===== src/rtl/icache_tag_ctrl.sv =====
// Direct-mapped 16-line instruction-cache tag store and miss controller.
// Optional whole-cache invalidate via FLUSH is built only when ICACHE_FLUSH_EN is defined.
module icache_tag_ctrl (
    input  logic         CLK,
    input  logic         RESET,
    input  logic         READ,
    input  logic [31:0]  ADDRESS,
    input  logic [27:0]  SELECTED_TAG,
    input  logic         MEM_BUSYWAIT,
`ifdef ICACHE_FLUSH_EN
    input  logic         FLUSH,
`endif
    output logic [447:0] TAG_ARRAY,
    output logic [15:0]  VALID_ARRAY,
    output logic         BUSYWAIT,
    output logic         MEM_READ,
    output logic [27:0]  MEM_ADDRESS,
    output logic         FILL_EN
);

    typedef enum logic [1:0] {IDLE, FETCH, UPDATE} state_t;

    state_t            state_q, state_d;
    logic [15:0][27:0] tags_q, tags_d;
    logic [15:0]       valid_q, valid_d;
    logic [27:0]       miss_blk_q, miss_blk_d;
    logic              hit;
    logic              busywait;
    logic              unused_offset_bits;

`ifdef ICACHE_FLUSH_EN
    logic flush_pend_q, flush_pend_d;
`endif

    // Byte offset within a block plays no part in the lookup.
    assign unused_offset_bits = ^ADDRESS[3:0];

    assign hit = valid_q[ADDRESS[7:4]] && (SELECTED_TAG == ADDRESS[31:4]);

    always_comb begin
        state_d    = state_q;
        tags_d     = tags_q;
        valid_d    = valid_q;
        miss_blk_d = miss_blk_q;
        busywait   = 1'b0;
`ifdef ICACHE_FLUSH_EN
        flush_pend_d = flush_pend_q;
`endif
        case (state_q)
            IDLE: begin
                if (READ && !hit) begin
                    busywait   = 1'b1;
                    miss_blk_d = ADDRESS[31:4];
                    state_d    = FETCH;
                end
`ifdef ICACHE_FLUSH_EN
                if (FLUSH || flush_pend_q) begin
                    valid_d      = '0;
                    flush_pend_d = 1'b0;
                end
`endif
            end
            FETCH: begin
                busywait = 1'b1;
                if (!MEM_BUSYWAIT) begin
                    state_d = UPDATE;
                end
`ifdef ICACHE_FLUSH_EN
                if (FLUSH) begin
                    flush_pend_d = 1'b1;
                end
`endif
            end
            UPDATE: begin
                busywait                  = 1'b1;
                tags_d[miss_blk_q[3:0]]   = miss_blk_q;
                valid_d[miss_blk_q[3:0]]  = 1'b1;
                state_d                   = IDLE;
`ifdef ICACHE_FLUSH_EN
                if (FLUSH) begin
                    flush_pend_d = 1'b1;
                end
`endif
            end
            default: begin
                state_d = IDLE;
            end
        endcase
    end

    always_ff @(posedge CLK) begin
        if (RESET) begin
            state_q    <= IDLE;
            tags_q     <= '0;
            valid_q    <= '0;
            miss_blk_q <= '0;
`ifdef ICACHE_FLUSH_EN
            flush_pend_q <= 1'b0;
`endif
        end else begin
            state_q    <= state_d;
            tags_q     <= tags_d;
            valid_q    <= valid_d;
            miss_blk_q <= miss_blk_d;
`ifdef ICACHE_FLUSH_EN
            flush_pend_q <= flush_pend_d;
`endif
        end
    end

    // Memory strobes decode registered state only, so they cannot glitch.
    assign TAG_ARRAY   = tags_q;
    assign VALID_ARRAY = valid_q;
    assign BUSYWAIT    = busywait;
    assign MEM_READ    = (state_q == FETCH);
    assign FILL_EN     = (state_q == UPDATE);
    assign MEM_ADDRESS = miss_blk_q;

endmodule

===== config.mk =====
export PLATFORM = sky130hd
export DESIGN_NAME = icache_tag_ctrl
export DESIGN_NICKNAME = d
export VERILOG_FILES = /design/src/rtl/icache_tag_ctrl.sv
export SDC_FILE = /design/constraint.sdc
export NUM_CORES = 1
export LEC_CHECK = 0
export CORE_AREA = 2 2 215 217
export DETAILED_ROUTE_END_ITERATION = 8
export DIE_AREA = 0 0 217 219
export GPL_ROUTABILITY_DRIVEN = 1
export PLACE_DENSITY_LB_ADDON = 0.25
export SLEW_MARGIN = 20
export SYNTH_ARGS = -nofsm -noshare
export SYNTH_HDL_FRONTEND = slang
export SYNTH_SLANG_ARGS = --single-unit

===== constraint.sdc =====
create_clock -name CLK -period 2.71 [get_ports CLK]
set_input_delay 0.542 -clock CLK [delete_from_list [all_inputs] [get_ports CLK]]
set_output_delay 0.542 -clock CLK [all_outputs]
set_load 0.005 [all_outputs]

==> flow_summary.json <==
{
  "finalCriticalPeriod_ns": 2.785,
  "routedWlPerCell_um": 20.94,
  "drive_gt1_share_pct": 8.457,
  "worst_pin_slew_ns": 0.7105,
  "rr_worst_depth": 7,
  "setup_viol": 1,
  "drcViolationCount": 0,
  "n_antenna_cell": 0,
  "reg2reg_slack_ns": 0.38,
  "ys.flop_type": "dfxtp_1",
  "fin_ws_ns": -0.07535,
  "slew_headroom_pct": 52.57,
  "yosysTopAreaCell": "dfxtp_1",
  "crit_end": "BUSYWAIT",
  "cp_max_fo": 2,
  "ir_worst_vdd_uv": 586.0,
  "ys_top_cells_by_count": "nand2_1, dfxtp_1, a21oi_1, clkbuf_1, nor2_1",
  "max_freq_ghz": 0.3590,
  "p_leak_nw": 8.773,
  "synth.cell_area_sq_um": 17240,
  "num_io_pins": 559,
  "synth.most_common_cell": "nand2_1",
  "cts_tree": "yes",
  "yosys_warnings": 0,
  "syn-num-nets": 2204,
  "nets": 2728,
  "p_per_area_nw_per_um2": 627.7,
  "clockBufferDepth": 3,
  "row_count": 78,
  "cts_hold_buf": 0,
  "multi_input_area_sq_um": 6715,
  "viasPerCell": 5.023,
  "fillers": 4070,
  "avgSynthCellArea_sq_um": 8.073,
  "fin_crit_sh_pct": 102.8,
  "synth_edf_count": 0,
  "drtIter0Drc": 1120,
  "postSynthCellCount": 2135,
  "crit_required_ns": 2.17,
  "cp-start-kind": "input port",
  "core_area_sq_um": 45090,
  "critical_path_class": "in -> out",
  "cap_violations": 0,
  "track_usage_pct": 28.09,
  "finalInstanceArea_sq_um": 25480,
  "hold_class": "in -> reg",
  "seq_area_sq_um": 9893,
  "end_kind": "primary output",
  "dp_hpwl_mm": 47.70,
  "synth_cell_types": 34,
  "drtPass1Iterations": 5,
  "die_y_um": 219,
  "antenna_left": 0,
  "status": "finished with violations",
  "timing.final.max_slew_violations": 0,
  "placed_area_sq_um": 23780,
  "antenna_found_initial": 2,
  "synth_top_cell_area_share_pct": 57.38,
  "num_vias": 16560,
  "clk_pin_slew_ns": 0.06,
  "clock_latency_ns": 0.60,
  "gr-total-overflow": 0,
  "hold_slack_ns": 0.3720,
  "synth_seq_cells": 494,
  "wl_mm": 69.02,
  "cts_made_buffers": 51,
  "grt_max_degree": 86,
  "synthTopCellsByArea": "dfxtp_1, nand2_1, a21oi_1, clkbuf_1, nor2_1",
  "synth-seq-area-share_pct": 57.38,
  "cts-root-buf": "clkbuf_16",
  "grt_pass1_vias": 16130,
  "gp_congestion": 0.8589,
  "cp_data_arrival_time_ns": 2.24,
  "worstReg2RegStart": "state_q[0]$_SDFFE_PP0P_",
  "io_buffers": 554,
  "die_w_um": 217,
  "start_util_pct": 38.23,
  "violations": "setup timing",
  "rr_endpoint": "TAG_ARRAY[14]$_SDFFE_PP0P_",
  "cts-htree-levels": 2,
  "crit_path_start": "ADDRESS[14]",
  "dieArea_sq_um": 47520,
  "grt_pass1_wl_mm": 100.5,
  "finClkSkew_ns": 0.01962,
  "cts.sinks": 494,
  "synthArstFlopShare_pct": 0,
  "area_growth_pct": 47.81,
  "rsz0062_at_grt": "true",
  "hold_viol_final": 0
}
cell usage in the layout, fill, tap and decap left out, types with 2 or more instances in the layout:
| cell type | count |
|---|---|
| nor3b_1 | 29 |
| clkinv_2 | 18 |
| nor2_4 | 2 |
| xnor2_1 | 24 |
| nand4_1 | 7 |
| and3_1 | 2 |
| bufinv_16 | 3 |
| a21oi_1 | 384 |
| nand2_1 | 783 |
| clkbuf_16 | 51 |
| clkbuf_8 | 7 |
| nor2_2 | 10 |
| nor2_1 | 133 |
| nor3_2 | 3 |
| mux2i_2 | 3 |
| xnor2_2 | 4 |
| nand3_1 | 5 |
| buf_4 | 95 |
| ha_1 | 5 |
| and2_1 | 4 |
| clkbuf_1 | 5 |
| nand2b_1 | 4 |
| mux2i_1 | 29 |
| nor2b_1 | 2 |
| dlygate4sd2_1 | 16 |
| buf_12 | 10 |
| inv_1 | 3 |
| dfxtp_2 | 3 |
| mux4_2 | 4 |
| inv_6 | 5 |
| dfxtp_1 | 491 |
| clkdlybuf4s50_1 | 522 |
| dlymetal6s2s_1 | 13 |
critical path: stages:
cell	delay, ns
dlygate4sd2_1	0.25
buf_6	0.14
xnor2_2	0.12
nand4_1	0.28
nor4_2	0.31
buf_4	0.21
a31oi_4	0.09
nor2_1	0.10
nor2_1	0.07
buf_2	0.12
where the power goes:
| part | switching [mW] | internal [mW] | total (mW) |
|---|---|---|---|
| Clock | 2.93 | 3.93 | 6.86 |
| Combinational | 1.08 | 0.598 | 1.67 |
| Sequential | 0.0971 | 7.36 | 7.46 |
routing by layer:
metal / share of wire, % / vias to the layer above / track usage [%]
met5: 0 / - / 0
met4: 5.0 / 0 / 13.11
met3: 9.7 / 179 / 9.356
met2: 46 / 717 / 46.45
met1: 39 / 7802 / 32.92
li1: - / 7859 / -
cell type report:
| class | instances | share of cell area [%] |
|---|---|---|
| clock inverter | 27 | 0.9086 |
| sequential | 494 | 38.83 |
| timing repair buffer | 660 | 25.45 |
| tap | 600 | 2.947 |
| inverter | 3 | 0.04420 |
| clock buffer | 63 | 5.461 |
| multi-input combinational | 1449 | 26.36 |
worst min path at each step:
stage	start	end	slack, ns	depth (start not counted)
after global placement	TAG_ARRAY[81]$_SDFFE_PP0P_	TAG_ARRAY[81]$_SDFFE_PP0P_	0.44	2
after CTS	ADDRESS[28]	MEM_ADDRESS[24]$_SDFFE_PP0P_	0.38	3
final	ADDRESS[20]	MEM_ADDRESS[16]$_SDFFE_PP0P_	0.37	4
after detailed placement	TAG_ARRAY[347]$_SDFFE_PP0P_	TAG_ARRAY[347]$_SDFFE_PP0P_	0.45	2
after floorplan	TAG_ARRAY[100]$_SDFFE_PP0P_	TAG_ARRAY[100]$_SDFFE_PP0P_	0.45	2
after global routing	ADDRESS[26]	MEM_ADDRESS[22]$_SDFFE_PP0P_	0.36	4
per-stage QoR:
step | setup slack (ns) | setup TNS [ns] | util [%] | total power [mW] | instances
after floorplan | 0.1130 | 0 | - | 8.391 | 2135
after global placement | -0.7674 | -11.71 | 52.75 | 9.271 | 3205
after detailed placement | -0.7899 | -12.91 | 52.75 | 9.293 | 3205
after CTS | -0.08202 | -0.08202 | 56.39 | 16.10 | 3296
after global routing | -0.1396 | -0.1396 | 56.50 | 16.48 | 3296
final | -0.07535 | -0.07535 | 56.50 | 15.99 | 3296
repair_timing:
item                       CTS  global route
gates resized for setup     29            19
pin swaps                   13             8
setup endpoints to repair    1             1
buffers inserted             1             0
hold endpoints to repair     0             0
state kept, by name (all words and copies together) (netlist names):
name         cells
VALID_ARRAY     16
TAG_ARRAY      448
MEM_ADDRESS     28
state_q          2
kinds of logic after synthesis:
kind of cell,after synthesis,synth area share (%)
AND/OR/NAND/NOR,991,22.70
flip-flops,494,57.38
AO/OA/AOI/OAI,389,11.37
buffers and inverters,192,4.384
multiplexers,36,2.381
XOR/XNOR,28,1.423
adder cells (fa/ha/maj),5,0.3630
Power figures use the tool's default switching activity.
